<file path="config.mk">
export PLATFORM = sky130hd
export DESIGN_NAME = id_ex_stage
export DESIGN_NICKNAME = d
export VERILOG_FILES = /design/src/rtl/id_ex_stage.sv
export SDC_FILE = /design/constraint.sdc
export NUM_CORES = 1
export LEC_CHECK = 0
export BUFFER_PORTS_ARGS = -buffer_cell sky130_fd_sc_hd__clkbuf_2
export CORE_AREA = 4 4 120 122
export DETAILED_ROUTE_END_ITERATION = 10
export DIE_AREA = 0 0 124 126
export PLACE_DENSITY = 0.71
export SLEW_MARGIN = 5
export SYNTH_ARGS = -nofsm -noshare
export SYNTH_HDL_FRONTEND = slang
export SYNTH_SLANG_ARGS = --single-unit
</file>
<file path="constraint.sdc">
create_clock -name clk -period 2.1 [get_ports clk]
set_clock_uncertainty 0.2 [all_clocks]
set_input_delay 0.21 -clock clk [delete_from_list [all_inputs] [get_ports clk]]
set_output_delay 0.21 -clock clk [all_outputs]
set_load 0.02 [all_outputs]
</file>
<file path="src/rtl/id_ex_stage.sv">
// ID/EX pipeline register stage with hazard support.
// Captures decode-stage operands and control into E registers, then selects
// ALU operands from those registers. When EX_FORWARD_EN is defined, results
// still in flight in MEM or WB can replace the stale register-file values.
// The stage also raises the load-use stall request for decode and keeps a
// saturating count of the bubbles it has inserted.
//
// Configuration macro:
//   EX_FORWARD_EN - when defined, MEM/WB results are forwarded to the
//                   operands. When undefined, operands come straight from
//                   the E registers and the forward inputs are ignored.
module id_ex_stage #(
  parameter int WIDTH = 32
) (
  input  logic             clk,
  input  logic             reset,
  input  logic             stall_e,
  input  logic             flush_e,
  input  logic [WIDTH-1:0] rd1_d,
  input  logic [WIDTH-1:0] rd2_d,
  input  logic [WIDTH-1:0] signimm_d,
  input  logic [4:0]       rs_d,
  input  logic [4:0]       rt_d,
  input  logic [4:0]       writereg_d,
  input  logic [2:0]       alucontrol_d,
  input  logic             alusrc_d,
  input  logic [2:0]       ctrl_d,
  input  logic [WIDTH-1:0] aluout_m,
  input  logic [WIDTH-1:0] result_w,
  input  logic [4:0]       writereg_m,
  input  logic [4:0]       writereg_w,
  input  logic             regwrite_m,
  input  logic             regwrite_w,
  output logic [WIDTH-1:0] srca_e,
  output logic [WIDTH-1:0] srcb_e,
  output logic [2:0]       alucontrol_e,
  output logic [WIDTH-1:0] writedata_e,
  output logic [4:0]       writereg_e,
  output logic [2:0]       ctrl_e,
  output logic             lwstall_d,
  output logic [7:0]       bubble_cnt
);

  // ctrl bundle layout: {regwrite, memtoreg, memwrite}
  localparam int CTRL_MEMTOREG = 1;
  localparam logic [7:0] BUBBLE_MAX = 8'hFF;

  // E-stage registers and their next-state values
  logic [WIDTH-1:0] rd1_e_q,        rd1_e_d;
  logic [WIDTH-1:0] rd2_e_q,        rd2_e_d;
  logic [WIDTH-1:0] signimm_e_q,    signimm_e_d;
  logic [4:0]       rs_e_q,         rs_e_d;
  logic [4:0]       rt_e_q,         rt_e_d;
  logic [4:0]       writereg_e_q,   writereg_e_d;
  logic [2:0]       alucontrol_e_q, alucontrol_e_d;
  logic             alusrc_e_q,     alusrc_e_d;
  logic [2:0]       ctrl_e_q,       ctrl_e_d;
  logic [7:0]       bubble_cnt_q,   bubble_cnt_d;

  // Combinational operand values
  logic [WIDTH-1:0] srca_s;
  logic [WIDTH-1:0] writedata_s;
  logic [WIDTH-1:0] srcb_s;
  logic             lwstall_s;

`ifdef EX_FORWARD_EN
  // Select the freshest copy of a source register: MEM beats WB beats the
  // value read in decode. Register 0 is hardwired and never forwarded.
  function automatic logic [WIDTH-1:0] fwd_pick(
    input logic [4:0]       src_reg,
    input logic [WIDTH-1:0] reg_val,
    input logic             rw_m,
    input logic [4:0]       wr_m,
    input logic [WIDTH-1:0] val_m,
    input logic             rw_w,
    input logic [4:0]       wr_w,
    input logic [WIDTH-1:0] val_w
  );
    logic [WIDTH-1:0] pick;
    if (rw_m && (wr_m != 5'd0) && (wr_m == src_reg)) begin
      pick = val_m;
    end else if (rw_w && (wr_w != 5'd0) && (wr_w == src_reg)) begin
      pick = val_w;
    end else begin
      pick = reg_val;
    end
    return pick;
  endfunction
`endif

  // Next-state selection for the E registers: flush beats stall beats load
  always_comb begin
    rd1_e_d        = rd1_e_q;
    rd2_e_d        = rd2_e_q;
    signimm_e_d    = signimm_e_q;
    rs_e_d         = rs_e_q;
    rt_e_d         = rt_e_q;
    writereg_e_d   = writereg_e_q;
    alucontrol_e_d = alucontrol_e_q;
    alusrc_e_d     = alusrc_e_q;
    ctrl_e_d       = ctrl_e_q;
    if (flush_e) begin
      // Bubble: kill all side effects, leave the data fields as they were
      ctrl_e_d       = 3'b000;
      alucontrol_e_d = 3'b000;
    end else if (stall_e) begin
      // Hold the current instruction
      ctrl_e_d       = ctrl_e_q;
      alucontrol_e_d = alucontrol_e_q;
    end else begin
      rd1_e_d        = rd1_d;
      rd2_e_d        = rd2_d;
      signimm_e_d    = signimm_d;
      rs_e_d         = rs_d;
      rt_e_d         = rt_d;
      writereg_e_d   = writereg_d;
      alucontrol_e_d = alucontrol_d;
      alusrc_e_d     = alusrc_d;
      ctrl_e_d       = ctrl_d;
    end
  end

  // Bubble counter: one step per flushed edge, sticks at the top value
  always_comb begin
    bubble_cnt_d = bubble_cnt_q;
    if (flush_e && (bubble_cnt_q != BUBBLE_MAX)) begin
      bubble_cnt_d = bubble_cnt_q + 8'd1;
    end else begin
      bubble_cnt_d = bubble_cnt_q;
    end
  end

  // State update; reset wipes every register so nothing of a held
  // instruction survives
  always_ff @(posedge clk) begin
    if (reset) begin
      rd1_e_q        <= '0;
      rd2_e_q        <= '0;
      signimm_e_q    <= '0;
      rs_e_q         <= 5'd0;
      rt_e_q         <= 5'd0;
      writereg_e_q   <= 5'd0;
      alucontrol_e_q <= 3'b000;
      alusrc_e_q     <= 1'b0;
      ctrl_e_q       <= 3'b000;
      bubble_cnt_q   <= 8'd0;
    end else begin
      rd1_e_q        <= rd1_e_d;
      rd2_e_q        <= rd2_e_d;
      signimm_e_q    <= signimm_e_d;
      rs_e_q         <= rs_e_d;
      rt_e_q         <= rt_e_d;
      writereg_e_q   <= writereg_e_d;
      alucontrol_e_q <= alucontrol_e_d;
      alusrc_e_q     <= alusrc_e_d;
      ctrl_e_q       <= ctrl_e_d;
      bubble_cnt_q   <= bubble_cnt_d;
    end
  end

`ifdef EX_FORWARD_EN
  // Forwarded operands A and B (B doubles as the store data)
  always_comb begin
    srca_s      = fwd_pick(rs_e_q, rd1_e_q, regwrite_m, writereg_m, aluout_m,
                           regwrite_w, writereg_w, result_w);
    writedata_s = fwd_pick(rt_e_q, rd2_e_q, regwrite_m, writereg_m, aluout_m,
                           regwrite_w, writereg_w, result_w);
  end
`else
  // Without forwarding the operands are the values read in decode
  always_comb begin
    srca_s      = rd1_e_q;
    writedata_s = rd2_e_q;
  end

  // Forward inputs and rs_e only matter when forwarding is built in
  logic unused_fwd_s;
  assign unused_fwd_s = ^{aluout_m, result_w, writereg_m, writereg_w,
                          regwrite_m, regwrite_w, rs_e_q};
`endif

  // Operand B chooses between the immediate and the (forwarded) rt value
  always_comb begin
    srcb_s = writedata_s;
    if (alusrc_e_q) begin
      srcb_s = signimm_e_q;
    end else begin
      srcb_s = writedata_s;
    end
  end

  // Load-use hazard: a load in E whose target is read by decode
  always_comb begin
    lwstall_s = 1'b0;
    if (ctrl_e_q[CTRL_MEMTOREG]) begin
      lwstall_s = (rt_e_q == rs_d) || (rt_e_q == rt_d);
    end else begin
      lwstall_s = 1'b0;
    end
  end

  assign srca_e       = srca_s;
  assign srcb_e       = srcb_s;
  assign writedata_e  = writedata_s;
  assign alucontrol_e = alucontrol_e_q;
  assign writereg_e   = writereg_e_q;
  assign ctrl_e       = ctrl_e_q;
  assign lwstall_d    = lwstall_s;
  assign bubble_cnt   = bubble_cnt_q;

endmodule

</file>
==> reports/results.tsv, run 1 <==
metric	value	unit
outcome	complete, no violations	
path_cells	buf_12 > mux2_2 > clkbuf_2	
stdcell_count	1106	
setup_viol	0	
fin_crit_sh	0.938	
irDropWorstVdd	695	µV
globalRouteTotalUtil	0.212	
top_layer	met4	
cts_made_buffers	17	
slowest_stage	mux2_2	
gp_congestion	0.813	
relSlewSlack	0.726	
cp.arrival	1560	ps
port_buffers	237	
antenna_found_initial	0	
tns	0	ps
ant_nets	0	
ys_ff_latch	121	
place_area	6180	µm²
min_path_type	in2reg	
cts_setup_buffers	0	
synth_top_family_by_area	simple AND/OR/NAND/NOR gates	
num_rows	42	
holdWs	37.3	ps
crit_cells	3	
synth_top_area_cell	dfxtp_1	
synth_top_area_share	0.498	
vias	5301	
synth_compound_area_frac	0.136	
crit_type	reg2out	
clk_latency	410	ps
dr_wl_met2	8730	µm
synthMuxAreaShare	0.0908	
postSynthNetCount	781	
synth_flop_cell	dfxtp_1	
pre_cts_slack	300	ps
final_nets	1116	
r2r-start	bubble_cnt[0]	
post_synth_and_or_nand_nor_area_fraction	0.206	
dp.cells	960	
end_kind	primary output	
dr_wl_met3	1130	µm
post-route-drc-count	0	
design_area	8020	µm²
postSynthCellCount	582	
die_height	126	µm
cts_sinks	121	
critPathCapture	srcb_e[16]	
cp_max_fo	31	
antenna_cells	0	
max_freq	508	MHz
dieArea	15600	µm²
rrSetupSlack	280	ps
cts_root_buffer	clkbuf_16	
synth_area_leaders	dfxtp_1 (50%), nand2_1 (16%), a21oi_1 (10%)	
synthAdderAreaFrac	0.00257	
die_w	124	µm
yosysMostFrequentCell	nand2_1	
synth-edff-count	0	
leakagePower	3.57	nW
cpPeakStageDelay	390	ps
grt_start_max_net_pins	58	
grt_pass1_vias	5297	
async_reset_ff_frac	0	
first_iter_violations	302	
netlist_area	4860	µm²
vias_per_cell	4.79	
yosysSeqAreaShare	0.498	
core_area	13200	µm²
cp-startpoint	alusrc_e_q	
drt_first_pass_iters	5	
critical-path-top-delay-family	multiplexers	
worstMarginPinSlew	411	ps
rsz0062_at_grt	no	
start_kind	register	
rr_endpoint	bubble_cnt[0]	
synth_xor_area_frac	0.0180	
drive_gt1_frac	0.360	
critPathBufInv	2	
grt_pass1_wl	26000	µm
maxCapViolCount	0	
crit_required	1690	ps
fin_ws	130	ps
htree_num_levels	4	
clock_path_buffers	2	
hpwl	9800	µm
yosysUniqueCellTypes	33	
drt-total-wl	16900	µm
finalHoldViolCount	0	
overflow	0	
area_growth_syn_to_layout	64.8	%
ff2ff_path_depth	4	
ys_top_cells_by_count	nand2_1 (207), dfxtp_1 (121), a21oi_1 (102)	
wl_per_cell	15.3	µm
start_util	0.369	
met1_length	6420	µm
layout_min_cycle_time	1970	ps
ios	314	
avgSynthCellArea	8.36	µm²
clk_pin_slew	60	ps
cts_tree	built	
synth_warnings	0	
p_per_area	836	nW/µm²
n_fill_cell	1079	
maxSlewViolCount	0	
## per-layer routing
layer | global-route usage | vias to the layer above
met5 | 0 | -
met2 | 0.376 | 204
li1 | - | 2591
met4 | 0.0966 | 0
met3 | 0.0735 | 54
met1 | 0.222 | 2452
## cell usage in the layout, fill, tap and decap left out, drive strengths merged
cell / count
a21boi: 2
o22ai: 1
clkinv: 1
clkinvlp: 2
dfxtp: 121
nand2: 217
a211oi: 3
ha: 1
nor3: 4
a21oi: 112
nor2b: 1
or2: 2
and3: 2
clkbuf: 259
nand2b: 2
buf: 10
inv: 1
nor4b: 1
mux2i: 7
nand3: 1
a311oi: 1
and4: 2
mux2: 33
nand4: 4
nor2: 9
a31oi: 2
bufinv: 5
dlygate4sd3: 114
xnor2: 10
## flip-flops by register name (all words and copies together), names as in the netlist
signal / cells
signimm_e_q: 32
writereg_e: 5
bubble_cnt: 8
ctrl_e: 3
alusrc_e_q: 1
rt_e_q: 5
writedata_e: 32
alucontrol_e: 3
srca_e: 32
## worst min-delay path by stage
stage | start | end | cells after the start
floorplan | signimm_d[0] | signimm_e_q[0] | 2
global placement | rd1_d[13] | srca_e[13] | 3
detailed placement | alusrc_d | alusrc_e_q | 3
CTS | reset | srca_e[18] | 2
global route | reset | writedata_e[1] | 2
finish | reset | signimm_e_q[27] | 2
## timing repair
item,in CTS,in global routing
hold buffers,114,0
gates resized for setup,0,0
setup endpoints to repair,0,0
hold endpoints to repair,114,0
## stage by stage
step,power [mW],util
after floorplan,2.92,-
after global placement,3.21,0.469
after global routing,6.96,0.608
final,6.70,0.608
after CTS,6.76,0.608
after detailed placement,3.22,0.469
## cell type report
class	count	area [µm²]	area share
Tap cell	176	220	0.0275
Timing Repair Buffer	360	2470	0.308
Multi-Input combinational cell	417	2210	0.276
Sequential cell	121	2420	0.302
Clock inverter	9	183	0.0228
Clock buffer	23	508	0.0634
## kinds of logic (layout without fill, tap and decap cells)
kind of cell             after synthesis  count (layout)
multiplexers                          40              40
buffers and inverters                 44             392
AO/OA/AOI/OAI                        121             121
XOR/XNOR                              10              10
adder cells (fa/ha/maj)                1               1
flip-flops                           121             121
AND/OR/NAND/NOR                      245             245
## power by group
| group | internal (mW) | total (mW) | switching, mW | leakage, nW |
|---|---|---|---|---|
| registers | 2.40 | 2.47 | 0.0676 | 0.989 |
| clock network | 2.30 | 3.34 | 1.04 | 0.332 |
| logic | 0.424 | 0.887 | 0.463 | 2.25 |
(Power assumes the default switching activity.)
==> run 2, diff against run 1 <==
clock period = 1.9 ns   (was 2.1 ns; I/O delays follow)
==> run 2 against run 1 <==
First-iteration DRC count fell by 13%. Via count is 0.55% higher. Power up 3.8%. Highest routed layer unchanged. Largest cell class unchanged. Cell count up 1.6%. Global-route usage barely moved.
==> reports/results.tsv, run 2 (synthesis gave the netlist of run 1 again) <==
metric	value	unit	change
irDropWorstVdd	737	µV	was 695 µV
stdcell_count	1124		was 1106
max_freq	529	MHz	
dieArea	15600	µm²	unchanged
worstHoldEndpoint	bubble_cnt[2]		was signimm_e_q[27]
clk_pin_slew	50	ps	was 60 ps
die_w	124	µm	unchanged
antenna_found_initial	0		unchanged
cts_sinks	121		unchanged
layout_min_cycle_time	1890	ps	
vias_per_cell	4.74		was 4.79
clk_latency	410	ps	about the same
vias	5330		was 5301
globalRouteTotalUtil	0.211		was 0.212
worstMarginPinSlew	325	ps	was 411 ps
drt_first_pass_iters	5		unchanged
area_growth_syn_to_layout	67.7	%	was 64.8%
n_fill_cell	1097		was 1079
final_common_cell	clkbuf_2		unchanged
min_from	flush_e		was reset
min_path_type	in2reg		unchanged
fin_ws	7.90	ps	was 130 ps
wl_per_cell	14.9	µm	was 15.3 µm
maxCapViolCount	0		unchanged
relSlewSlack	0.783		was 0.726
cp.arrival	1500	ps	was 1560 ps
r2r-start	bubble_cnt[0]		unchanged
dp.cells	960		unchanged
end_kind	primary output		unchanged
clock_path_buffers	2		unchanged
first_iter_violations	262		was 302
crit_type	reg2out		unchanged
pre_cts_slack	122	ps	was 300 ps
overflow	0		unchanged
mostFrequentLayoutCells	clkbuf_2 (214), nand2_1 (207), dlygate4sd3_1 (131)		was clkbuf_2 (236), nand2_1 (207), dfxtp_1 (120)
start_util	0.369		unchanged
post-route-drc-count	0		unchanged
cts_tree	built		unchanged
drt-total-wl	16700	µm	was 16900 µm
outcome	complete, no violations		unchanged
p_per_area	853	nW/µm²	was 836 nW/µm²
final_nets	1134		was 1116
setup_viol	0		unchanged
cts_root_buffer	clkbuf_16		unchanged
maxSlewViolCount	0		unchanged
htree_num_levels	4		unchanged
cts_made_buffers	17		unchanged
antenna_cells	0		unchanged
holdWs	24.5	ps	was 37.3 ps
post-route-util	0.618		was 0.608
hold_path_depth	3		was 2
die_height	126	µm	unchanged
fin_crit_sh	0.996		
grt_start_max_net_pins	56		was 58
leakagePower	3.67	nW	was 3.57 nW
finalHoldViolCount	0		unchanged
ff2ff_path_depth	4		unchanged
port_buffers	237		unchanged
drive_gt1_frac	0.353		was 0.360
num_rows	42		unchanged
crit_required	1510	ps	was 1690 ps
ios	314		unchanged
rr_endpoint	bubble_cnt[0]		unchanged
rrSetupSlack	110	ps	was 280 ps
start_kind	register		unchanged
cp_max_fo	16		was 31
hpwl	9830	µm	was 9800 µm
rsz0062_at_grt	yes		was no
grt_pass1_wl	26100	µm	was 26000 µm
core_area	13200	µm²	unchanged
ant_nets	0		unchanged
gp_congestion	0.790		was 0.813
grt_pass1_vias	5350		was 5297
## run 2: critical path, cell delays in order (launching register included)
cell and delay [ps]:
dfxtp_4 400, buf_12 180, mux2_2 360, clkbuf_2 160
## run 2: routing by layer
| metal | routed length [µm] | GRT usage |
|---|---|---|
| met1 | 6540 | 0.234 |
| met2 | 8630 | 0.374 |
| met3 | 1110 | 0.0601 |
| met4 | 451 | 0.0870 |
| met5 | 0 | 0 |
## run 2: repair_timing
action	CTS	global route
hold endpoints to repair	113	0
gates cloned	1	0
gates resized for setup	2	34
buffers inserted	0	0
hold buffers	131	0
setup endpoints to repair	31	32
## run 2: layout make-up
| type | count | area [µm²] | area share |
|---|---|---|---|
| clock buffers | 19 | 433 | 0.0531 |
| clock inverters | 13 | 153 | 0.0187 |
| multi-input cells | 417 | 2210 | 0.272 |
| flip-flops and latches | 121 | 2430 | 0.297 |
| well taps | 176 | 220 | 0.0270 |
| repair buffers | 378 | 2710 | 0.332 |
## run 2: worst max-delay path by stage
stage | startpoint | to | slack (ps)
2_1_floorplan | bubble_cnt[0] | bubble_cnt[0] | 120
3_3_place_gp | bubble_cnt[0] | bubble_cnt[0] | 140
3_5_place_dp | bubble_cnt[0] | bubble_cnt[0] | 120
4_1_cts | alusrc_e_q | srcb_e[14] | -30
5_1_grt | alusrc_e_q | srcb_e[1] | -40
6_report | alusrc_e_q | srcb_e[16] | 8
## run 2: per-stage QoR
step	power [mW]	area [µm²]	TNS, ps
after CTS	6.99	8120	-254
final	6.96	8160	0
after floorplan	3.23	4860	0
after global routing	7.23	8160	-744
after global placement	3.55	6200	0
after detailed placement	3.56	6200	0
## run 2: report_power, final
part           switching, mW  leakage (nW)  total, mW  internal (mW)
Sequential            0.0757         0.989       2.73           2.65
Clock                   1.16         0.287       3.21           2.05
Combinational          0.513          2.39       1.02          0.502
==> run 3, diff against run 2 <==
PLACE_DENSITY = 0.78   (was 0.71)
==> run 3 against run 2 <==
Sequential power barely moved. Sequential share of layout area fell by 1.0 points. Global-route usage rose by 0.39 points. Largest power group unchanged. Hold slack improved by 18 ps. Clock power rose by 3%. Core utilization rose by 2.2 points. Critical path depth did not move. Highest routed layer unchanged.
==> reports/results.tsv, run 3 (synthesis gave the netlist of run 1 again) <==
metric	value	unit	change
globalRouteTotalUtil	0.215		was 0.211
wl_per_cell	16.3	µm	was 14.9 µm
layout_min_cycle_time	1890	ps	about the same
relSlewSlack	0.785		was 0.783
htree_num_levels	4		unchanged
core_area	13200	µm²	unchanged
clk_latency	410	ps	about the same
ios	314		unchanged
outcome	complete, no violations		unchanged
drive_gt1_frac	0.357		was 0.353
num_rows	42		unchanged
maxCapViolCount	0		unchanged
grt_pass1_vias	5392		was 5350
cp.arrival	1500	ps	about the same
drt_first_pass_iters	4		was 5
rsz0062_at_grt	yes		unchanged
antenna_found_initial	1		was 0
start_util	0.369		unchanged
dieArea	15600	µm²	unchanged
final_nets	1128		was 1134
clock_path_buffers	2		unchanged
maxSlewViolCount	0		unchanged
n_fill_cell	1000		was 1097
finalPower	7.15	mW	was 6.96 mW
cts_sinks	121		unchanged
cts_root_buffer	clkbuf_16		unchanged
post-route-util	0.640		was 0.618
start_kind	register		unchanged
pre_cts_slack	105	ps	was 122 ps
ff2ff_path_depth	4		unchanged
multiInputGateArea	2320	µm²	was 2210 µm²
fin_ws	13.8	ps	was 7.90 ps
worstMarginPinSlew	322	ps	was 325 ps
r2r-start	bubble_cnt[0]		unchanged
crit_required	1510	ps	about the same
grt_pass1_wl	26600	µm	was 26100 µm
cpPeakStageDelay	430	ps	was 400 ps
ant_nets	0		unchanged
post-route-drc-count	0		unchanged
mostFrequentLayoutCells	nand2_1 (207), clkbuf_2 (203), dlygate4sd3_1 (124)		was clkbuf_2 (214), nand2_1 (207), dlygate4sd3_1 (131)
stdcell_count	1120		was 1124
dp.cells	958		was 960
design_area	8440	µm²	was 8160 µm²
area_growth_syn_to_layout	73.6	%	was 67.7%
slowest_stage	dfxtp_4		unchanged
cts_made_buffers	17		unchanged
max_freq	530	MHz	was 529 MHz
hpwl	9590	µm	was 9830 µm
die_height	126	µm	unchanged
cp_max_fo	7		was 16
leakagePower	3.73	nW	was 3.67 nW
grt_start_max_net_pins	66		was 56
irDropWorstVdd	615	µV	was 737 µV
cts_tree	built		unchanged
rr_endpoint	bubble_cnt[0]		unchanged
min_path_type	in2reg		unchanged
final_common_cell	nand2_1		was clkbuf_2
setup_viol	0		unchanged
end_kind	primary output		unchanged
fin_crit_sh	0.993		was 0.996
critPathBufInv	2		unchanged
vias	5458		was 5330
p_per_area	847	nW/µm²	was 853 nW/µm²
clk_pin_slew	50	ps	about the same
critical-path-top-delay-family	flip-flops		unchanged
hold_path_depth	3		unchanged
place_area	6180	µm²	was 6200 µm²
finalHoldViolCount	0		unchanged
crit_type	reg2out		unchanged
vias_per_cell	4.87		was 4.74
rrSetupSlack	100	ps	was 110 ps
overflow	0		unchanged
die_w	124	µm	unchanged
path_cells	clkbuf_16 > mux2_4 > buf_6		was buf_12 > mux2_2 > clkbuf_2
drt-total-wl	18200	µm	was 16700 µm
regArea	2430	µm²	unchanged
min_from	reset		was flush_e
first_iter_violations	273		was 262
gp_congestion	0.801		was 0.790
port_buffers	237		unchanged
worstHoldEndpoint	bubble_cnt[0]		was bubble_cnt[2]
## run 3: changes by cell type in the layout (fill, tap and decap cells not counted), moves of 2 or more
cell           change
buf_6             +31
mux2_2            -31
mux2_4            +31
buf_4             -11
clkbuf_2          -11
buf_2             -10
dlygate4sd3_1      -7
clkbuf_8           +3
clkinv_2           -3
clkbuf_16          +2
diode_2            +2
## run 3: worst max path at each step
stage,cells past startpoint,slack (ps),endpoint,startpoint
after floorplan,4,120,bubble_cnt[0],bubble_cnt[0]
after global placement,4,140,bubble_cnt[0],bubble_cnt[0]
after detailed placement,4,100,bubble_cnt[0],bubble_cnt[0]
after CTS,3,-30,srcb_e[27],alusrc_e_q
after global routing,3,-40,srcb_e[7],alusrc_e_q
final,3,10,srcb_e[7],alusrc_e_q
## run 3: where the power goes
| group | internal, mW | total [mW] | switching, mW | leakage [nW] |
|---|---|---|---|---|
| logic | 0.556 | 1.10 | 0.540 | 2.45 |
| clock network | 2.16 | 3.32 | 1.16 | 0.295 |
| registers | 2.65 | 2.73 | 0.0822 | 0.989 |
| total | 5.37 | 7.15 | 1.78 | 3.73 |
## run 3: area by class of cell
cell class,instances,area share
well taps,176,0.0261
multi-input cells,417,0.275
repair buffers,372,0.338
clock inverters,11,0.0172
diodes,2,0.000593
flip-flops and latches,121,0.287
clock buffers,21,0.0557
## run 3: through the flow
| step | TNS [ps] | hold slack (ps) |
|---|---|---|
| after floorplan | 0 | 126 |
| after global placement | 0 | 213 |
| after detailed placement | 0 | 218 |
| after CTS | -298 | 19.6 |
| after global routing | -539 | 45.7 |
| final | 0 | 42.2 |
## run 3: routing by layer
layer	wire length, µm	track usage	vias up
met3	1250	0.0695	58
met5	0	0	-
li1	-	-	2620
met4	692	0.119	0
met1	6650	0.230	2529
met2	9620	0.369	251
## run 3: tightest hold or removal path, stage by stage
cell	delay (ps)
buf_4	190
nor2_1	100
mux2_2	140
## run 3: timing repair
item / 4_1_cts / 5_1_grt
hold buffers: 124 / 0
endpoints found under the hold margin: 114 / 0
gates resized for setup: 2 / 130
gates cloned: 1 / 2
endpoints found under the setup margin: 31 / 32
pin swaps: 0 / 0
setup buffers: 0 / 1
